## src/rtl/rr_arb_pkg.sv

```systemverilog
// ============================================================================
// rr_arb_pkg : shared types, sizes and the rotating-priority search helper
// Rev 1.0
// ============================================================================
`default_nettype none

package rr_arb_pkg;

  localparam int N_REQ = 8;
  localparam int ID_W  = 3;

  typedef enum logic [1:0] {
    IDLE  = 2'd0,
    GRANT = 2'd1,
    GAP   = 2'd2
  } arb_state_e;

  // Scans last+1, last+2, ... and wraps, so 'last' itself is examined last.
  function automatic logic [ID_W-1:0] rr_pick(input logic [N_REQ-1:0] req,
                                              input logic [ID_W-1:0]  last);
    logic [ID_W-1:0] idx;
    logic [ID_W-1:0] win;
    logic            found;
    win   = last;
    found = 1'b0;
    for (int i = 1; i <= N_REQ; i++) begin
      idx = last + ID_W'(i);
      if (!found && req[idx]) begin
        win   = idx;
        found = 1'b1;
      end
    end
    return win;
  endfunction

endpackage

`default_nettype wire

```

## src/rtl/decoder_3_to_8.sv

```systemverilog
// ============================================================================
// decoder_3_to_8 : enabled 3-to-8 binary to one-hot decoder
// Rev 1.0
// ============================================================================
`default_nettype none

module decoder_3_to_8
  import rr_arb_pkg::*;
(
  input  logic              en,
  input  logic [ID_W-1:0]   a,
  output logic [N_REQ-1:0]  out
);

  always_comb begin
    out = '0;
    if (en) begin
      out[a] = 1'b1;
    end
  end

endmodule

`default_nettype wire

```

## src/rtl/rr_decoder_arbiter_8.sv

```systemverilog
// ============================================================================
// rr_decoder_arbiter_8 : 8-way round-robin arbiter with hold limit and dead cycle
// Rev 1.0
// ============================================================================
`default_nettype none

module rr_decoder_arbiter_8
  import rr_arb_pkg::*;
#(
  parameter int MAX_HOLD = 16,
  parameter int CNT_W    = 8
) (
  input  logic              clk,
  input  logic              rst_n,
  input  logic [N_REQ-1:0]  req,
  output logic [N_REQ-1:0]  gnt,
  output logic [ID_W-1:0]   gnt_id,
  output logic              gnt_valid,
  output logic              timeout
);

  localparam logic [CNT_W-1:0] HOLD_LAST = CNT_W'(MAX_HOLD - 1);

  arb_state_e        state_q,     state_d;
  logic [N_REQ-1:0]  req_q,       req_d;
  logic [ID_W-1:0]   gnt_id_q,    gnt_id_d;
  logic [ID_W-1:0]   last_id_q,   last_id_d;
  logic [CNT_W-1:0]  hold_cnt_q,  hold_cnt_d;
  logic              gnt_valid_q, gnt_valid_d;
  logic              timeout_q,   timeout_d;

  logic [ID_W-1:0]   winner;
  logic              any_req;

  // Requests are registered once, so the arbiter never sees req combinationally.
  assign req_d   = req;
  assign winner  = rr_pick(req_q, last_id_q);
  assign any_req = |req_q;

  always_comb begin
    state_d     = state_q;
    gnt_id_d    = gnt_id_q;
    last_id_d   = last_id_q;
    hold_cnt_d  = hold_cnt_q;
    gnt_valid_d = 1'b0;
    timeout_d   = 1'b0;

    case (state_q)
      IDLE, GAP: begin
        if (any_req) begin
          state_d     = GRANT;
          gnt_id_d    = winner;
          hold_cnt_d  = '0;
          gnt_valid_d = 1'b1;
        end else begin
          state_d     = IDLE;
        end
      end

      GRANT: begin
        if (hold_cnt_q != HOLD_LAST) begin
          hold_cnt_d = hold_cnt_q + CNT_W'(1);
        end
        if (!req_q[gnt_id_q]) begin
          last_id_d = gnt_id_q;
          state_d   = GAP;
        end else if (hold_cnt_q == HOLD_LAST) begin
          last_id_d = gnt_id_q;
          state_d   = GAP;
          timeout_d = 1'b1;
        end else begin
          gnt_valid_d = 1'b1;
        end
      end

      default: begin
        state_d = IDLE;
      end
    endcase
  end

  always_ff @(posedge clk or negedge rst_n) begin
    if (!rst_n) begin
      state_q     <= IDLE;
      req_q       <= '0;
      gnt_id_q    <= '0;
      last_id_q   <= ID_W'(N_REQ - 1);
      hold_cnt_q  <= '0;
      gnt_valid_q <= 1'b0;
      timeout_q   <= 1'b0;
    end else begin
      state_q     <= state_d;
      req_q       <= req_d;
      gnt_id_q    <= gnt_id_d;
      last_id_q   <= last_id_d;
      hold_cnt_q  <= hold_cnt_d;
      gnt_valid_q <= gnt_valid_d;
      timeout_q   <= timeout_d;
    end
  end

  decoder_3_to_8 u_dec (
    .en  (gnt_valid_q),
    .a   (gnt_id_q),
    .out (gnt)
  );

  assign gnt_id    = gnt_id_q;
  assign gnt_valid = gnt_valid_q;
  assign timeout   = timeout_q;

endmodule

`default_nettype wire

```

## config.mk

```make
export PLATFORM = sky130hd
export DESIGN_NAME = rr_decoder_arbiter_8
export DESIGN_NICKNAME = d
export VERILOG_FILES = /design/src/rtl/rr_arb_pkg.sv /design/src/rtl/decoder_3_to_8.sv /design/src/rtl/rr_decoder_arbiter_8.sv
export SDC_FILE = /design/constraint.sdc
export NUM_CORES = 1
export LEC_CHECK = 0
export ABC_AREA = 1
export BUFFER_PORTS_ARGS = -buffer_cell sky130_fd_sc_hd__buf_2
export CORE_MARGIN = 1
export CORE_UTILIZATION = 30
export DETAILED_ROUTE_END_ITERATION = 16
export PLACE_DENSITY = 0.48
export SYNTH_ARGS = -nofsm -noshare
export SYNTH_HDL_FRONTEND = slang
export SYNTH_SLANG_ARGS = --single-unit
```

## constraint.sdc

```tcl
create_clock -name clk -period 6.5 [get_ports clk]
set_clock_uncertainty 0.2 [all_clocks]
set_input_delay 0.65 -clock clk [delete_from_list [all_inputs] [get_ports clk]]
set_output_delay 0.65 -clock clk [all_outputs]
set_load 0.01 [all_outputs]
```

## After elaboration in Yosys (flattened, before gate mapping)

Index checks and enable logic that the tools add are counted.
W data, S select, Z words.

- Bits of input ports: 10
- Bits in registers: 26
- Output and inout bits: 13
- Word-level logic and storage cells: 107

- Equal/unequal tests: 8
- Reductions and logical operators: 22
- Order comparisons: 10
- $add $sub $neg: 8
- Muxes and demuxes: 52

Operators with widths:

| operator | count |
|---|---|
| $lt A3 B4 Y1 const B | 9 |
| $mux W3 | 10 |
| $bmux W1 S3 | 9 |
| $mux W1 | 24 |
| $mux W8 | 3 |
| $pmux W8 S2 | 1 |
| $add A3 B3 Y3 const B | 4 |
| $add A8 B1 Y8 const B | 1 |
| $eq A8 B4 Y1 const B | 1 |
| $logic_and A1 B1 Y1 | 8 |
| $ne A8 B4 Y1 const B | 1 |
| $reduce_or A8 Y1 | 1 |
| $logic_not A1 Y1 | 7 |
| $add A3 B2 Y3 const B | 2 |
| $mux W2 | 2 |
| $ne A2 B2 Y1 const B | 2 |
| $pmux W2 S2 | 1 |
| $reduce_and A2 Y1 | 2 |
| $add A3 B1 Y3 const B | 1 |
| $demux W1 S3 | 1 |
| $ge A3 B1 Y1 const B | 1 |
| $ne A3 B3 Y1 const B | 1 |
| $reduce_and A3 Y1 | 1 |
| $eq A2 B1 Y1 const B | 1 |
| 6 further kinds | 6 |

## Depth between registers and ports, before layout

- Word-level depth: 25
- Gate-level depth with buffers: 18

## Cells and area by module

Synthesis repeated with hierarchy kept, for this count alone.

- Cells, all modules: 258
- Area, all modules: 1843.0 um^2

Modules (own cells, without submodules):

| module | cells an instance | seq. area each (um^2) | times used | area an instance (um^2) |
|---|---|---|---|---|
| rr_decoder_arbiter_8 | 241 | 654.4 | 1 | 1779.2 |
| decoder_3_to_8 | 17 | 0.0 | 1 | 63.8 |

## Least setup slack after synthesis

No wires, ideal clock.

- Path kind: register to register
- Start point: reg last_id_q[1]
- End point: reg gnt_id_q[1], in the netlist gnt_id[1]
- Buffers on the path: 2
- Library setup time: 117 ps
- Slack: 4063 ps
- Data required time: 6183 ps
- Data arrival time: 2120 ps
- Stages on the path, launching flop included: 19
- Clock period less this slack: 2437 ps
- Cells stage by stage: dfstp_2 buf_6 inv_2 ha_1 buf_6 inv_2 nand3_1 nand3_2 nand2_4 inv_4 nand3_4 nor2_4 nand4_2 nand2_1 inv_1 nand2_1 nand2_1 nand2_1 nand2_1

- Word-level cells in the longest chain between the ends: 25

Ends and longest elaborated chain:

| what | line | source |
|---|---|---|
| start, declared | rr_decoder_arbiter_8.sv:27 | `logic [ID_W-1:0] last_id_q, last_id_d;` |
| start signal, assigned | rr_decoder_arbiter_8.sv:87 | `last_id_q <= ID_W'(N_REQ - 1);` |
| start signal, assigned | rr_decoder_arbiter_8.sv:95 | `last_id_q <= last_id_d;` |
| $add A3 B1 Y3 | rr_arb_pkg.sv:27 | `idx = last + ID_W'(i);` |
| $bmux W1 S3 | rr_arb_pkg.sv:28 | `if (!found && req[idx]) begin` |
| $mux W1 (not written as such) | rr_arb_pkg.sv:28 |  |
| $mux W1 | rr_arb_pkg.sv:28 |  |
| $logic_not A1 Y1 | rr_arb_pkg.sv:28 |  |
| $logic_and A1 B1 Y1 | rr_arb_pkg.sv:28 |  |
| $mux W1 | rr_arb_pkg.sv:28 |  |
| $logic_not A1 Y1 | rr_arb_pkg.sv:28 |  |
| [9 not listed] | - |  |
| $logic_and A1 B1 Y1 | rr_arb_pkg.sv:28 |  |
| $mux W1 | rr_arb_pkg.sv:28 |  |
| $logic_not A1 Y1 | rr_arb_pkg.sv:28 |  |
| $logic_and A1 B1 Y1 | rr_arb_pkg.sv:28 |  |
| $mux W1 | rr_arb_pkg.sv:28 |  |
| $logic_not A1 Y1 | rr_arb_pkg.sv:28 |  |
| $logic_and A1 B1 Y1 | rr_arb_pkg.sv:28 |  |
| $mux W3 (*) | rr_arb_pkg.sv:28 |  |
| end signal, assigned | rr_decoder_arbiter_8.sv:94 | `gnt_id_q <= gnt_id_d;` |
| end, declared | rr_decoder_arbiter_8.sv:26 | `logic [ID_W-1:0] gnt_id_q, gnt_id_d;` |

Mark *: on every way between the ends. The rest lies on a longest branch, timed or not. The select of a mux whose other input is x is not followed.
A chain may end at the register's enable or synchronous reset.

## Final worst setup path

- Start point: reg last_id_q[0]
- End point: reg gnt_id_q[0], in the netlist gnt_id[0]

Same word-level chain as after synthesis.

==> flow_summary.json <==
{
  "maxSlewHeadroom_pct": 62.0,
  "syn_area_per_cell_um2": 7.08,
  "synth_flop_cell": "dfrtp_1",
  "wirelength_um": 4290,
  "coreArea_um2": 5920,
  "die_area_um2": 6460,
  "max_freq_mhz": 356,
  "worstPathRequired_ps": 6460,
  "worst_pin_slew_ps": 569,
  "grt_overflow": 0,
  "finalMaxSlewViolations": 0,
  "ff_latch_area_um2": 654,
  "numCtsBuffers": 3,
  "ys_warn_count": 0,
  "clock-root-buffer": "clkbuf_8",
  "placement.cell_area_um2": 2000,
  "leakage_nw": 1.08,
  "syn-instance-count": 260,
  "syn_area_um2": 1840,
  "cts_resized": 0,
  "synth_area_leader_cell": "dfrtp_1",
  "io_buffers": 22,
  "cts_buffer_depth": 2,
  "hold_violations": 0,
  "fillCellCount": 634,
  "rsz0062_at_grt": "false",
  "crit_path_start": "last_id_q[0]",
  "drcViolationCount": 1,
  "yosysMostFrequentCell": "nand2_1",
  "fp-row-count": 28,
  "h-tree-depth": 1,
  "failed_checks": "DRC",
  "outcome": "finished with violations",
  "antenna_found_initial": 0,
  "start_kind": "flop",
  "clkLatencyLatePin_ps": 270,
  "peakVddDrop_mv": 0.195,
  "vias": 1681,
  "synth_enable_flop_cells": 0,
  "min_path_type": "in2async",
  "grt_pass1_wl_um": 7560,
  "synth_top_area_share_pct": 31.3,
  "grt_max_degree": 27,
  "dpl.hpwl_um": 3490,
  "place_congestion": 0.874,
  "path_clk_slew_ps": 90,
  "hold_slack_ps": 163,
  "synthDistinctLibCells": 30,
  "finalSetupTns_ps": 0,
  "antenna_cells": 0,
  "stdcell_area_um2": 2080,
  "pin_count": 23,
  "min_period_ps": 2810,
  "die-width_um": 80.4,
  "yosys-top-cells-count": "nand2_1, nand3_1, inv_1",
  "area_growth_pct": 12.7,
  "finalWorstSetupSlack_ps": 3690,
  "worstSetupEndpointType": "flop",
  "hold_buffers": 0,
  "synth_fp_nets": 273,
  "multi_input_area_um2": 986,
  "nets": 296,
  "drt_iter0_markers": 96,
  "power_w": 0.00116,
  "grt_pass1_vias": 1619,
  "finalCritPeriodShare_pct": 43.3,
  "start_util_pct": 31.1,
  "worstReg2RegStart": "last_id_q[0]",
  "max_cap_violations": 0,
  "synth-seq-area-share_pct": 35.5,
  "cts.sink_count": 26,
  "synth_async_sr_flop_share_pct": 100,
  "report.final.setup_viol": 0,
  "grtUsageTotal_pct": 15.0,
  "cts_tree": "yes",
  "drive_gt1_share_pct": 19.9,
  "ys_ff_latch": 26,
  "via_per_inst": 4.71,
  "arrival_ps": 2780,
  "powerDensity_nw_per_um2": 558,
  "die_h_um": 80.4,
  "drt-wirelength-per-cell_um": 12.0,
  "worstSetupPathType": "reg2reg",
  "dpl_worst_slack_ps": 3680,
  "postCtsSetupRepairBufs": 0,
  "crit_fanout": 12,
  "synthTopCellsByArea": "dfrtp_1, nand2_1, nand3_1",
  "ant_nets": 0,
  "dr.pass1.iters": 10
}
==> layer usage <==
metal  global-route usage, %  part of all wire, %  vias up  routed length (um)
li1                        -                    -      881                   -
met1                    21.0                   50      762                2160
met2                    24.2                   45       33                1940
met3                    1.36                  2.9        5                 125
met4                    4.46                  1.4        0                  60
met5                       0                    0        -                   0
==> path summary, 6_finish.rpt <==
path	to	slack (ps)	cells after the start
worst max-delay path	gnt_id[0]	3690	14
worst min-delay path	hold_cnt_q[4]	160	1
worst max register to register	gnt_id[0]	3690	14
worst min register to register	timeout	240	1
max in group asynchronous	last_id_q[1]	5560	1
min in group clk	timeout	240	1
==> cells by family (layout without fill, tap and decap cells) <==
group                    Yosys count  in the layout  synth area share [%]
AO/OA/AOI/OAI                     25             25                  7.81
XOR/XNOR                           2              2                  2.38
adder cells (fa/ha/maj)            3              3                  2.04
buffers and inverters             45             67                  10.9
flip-flops                        26             26                  35.5
AND/OR/NAND/NOR                  159            159                  41.3
==> flip-flops by register name (all words and copies together), names as in the netlist <==
register and flops:
hold_cnt_q 8, req_q 8, gnt_id 3, state_q 2, gnt_valid 1, timeout 1
last_id_q 3
==> layout make-up <==
| type | count | area share [%] |
|---|---|---|
| inverter | 40 | 7.35 |
| timing repair buffer | 23 | 5.67 |
| sequential | 26 | 31.5 |
| clock inverter | 1 | 1.45 |
| clock buffer | 3 | 1.99 |
| tap | 75 | 4.52 |
| multi-input combinational | 189 | 47.5 |
==> metrics by stage <==
step	util [%]	instances
after global routing	35.1	357
after floorplan	-	260
after global placement	33.9	353
final	35.1	357
after CTS	35.1	357
after detailed placement	33.9	353
==> worst max-delay path: stages, from the launching register on <==
cell      delay, ps
dfstp_2         680
inv_2           140
ha_1            440
inv_2           150
nand3_1          80
nand2_1         140
nand2_1          80
nand2_2         130
nand3_4          90
nor2_4          140
nand4_2         140
clkinv_1        110
o21ai_1          60
nand3_1          90
nand2_1          60
==> cells in the final DEF, fill, tap and decap left out, types with 2 or more instances in the layout <==
cell type / n
a221oi_1: 2
ha_1: 3
nand4_1: 4
dfrtp_1: 23
nand2_2: 5
dfstp_2: 3
a21oi_1: 6
o21ai_1: 3
inv_2: 6
o21ai_0: 11
clkbuf_8: 3
nand2_1: 75
nor3_1: 4
o211ai_1: 2
nand3_4: 2
buf_2: 22
inv_1: 32
nand3_2: 6
nand3_1: 34
nor2_1: 24
==> report_power, final <==
part / switching (W) / internal [W] / leakage (nW)
logic: 0.000498 / 0.000259 / 0.725
clock network: 0.0000503 / 0.0000824 / 0.0357
registers: 0.0000600 / 0.000209 / 0.319
Note: power is estimated with default switching activity, not from simulation.
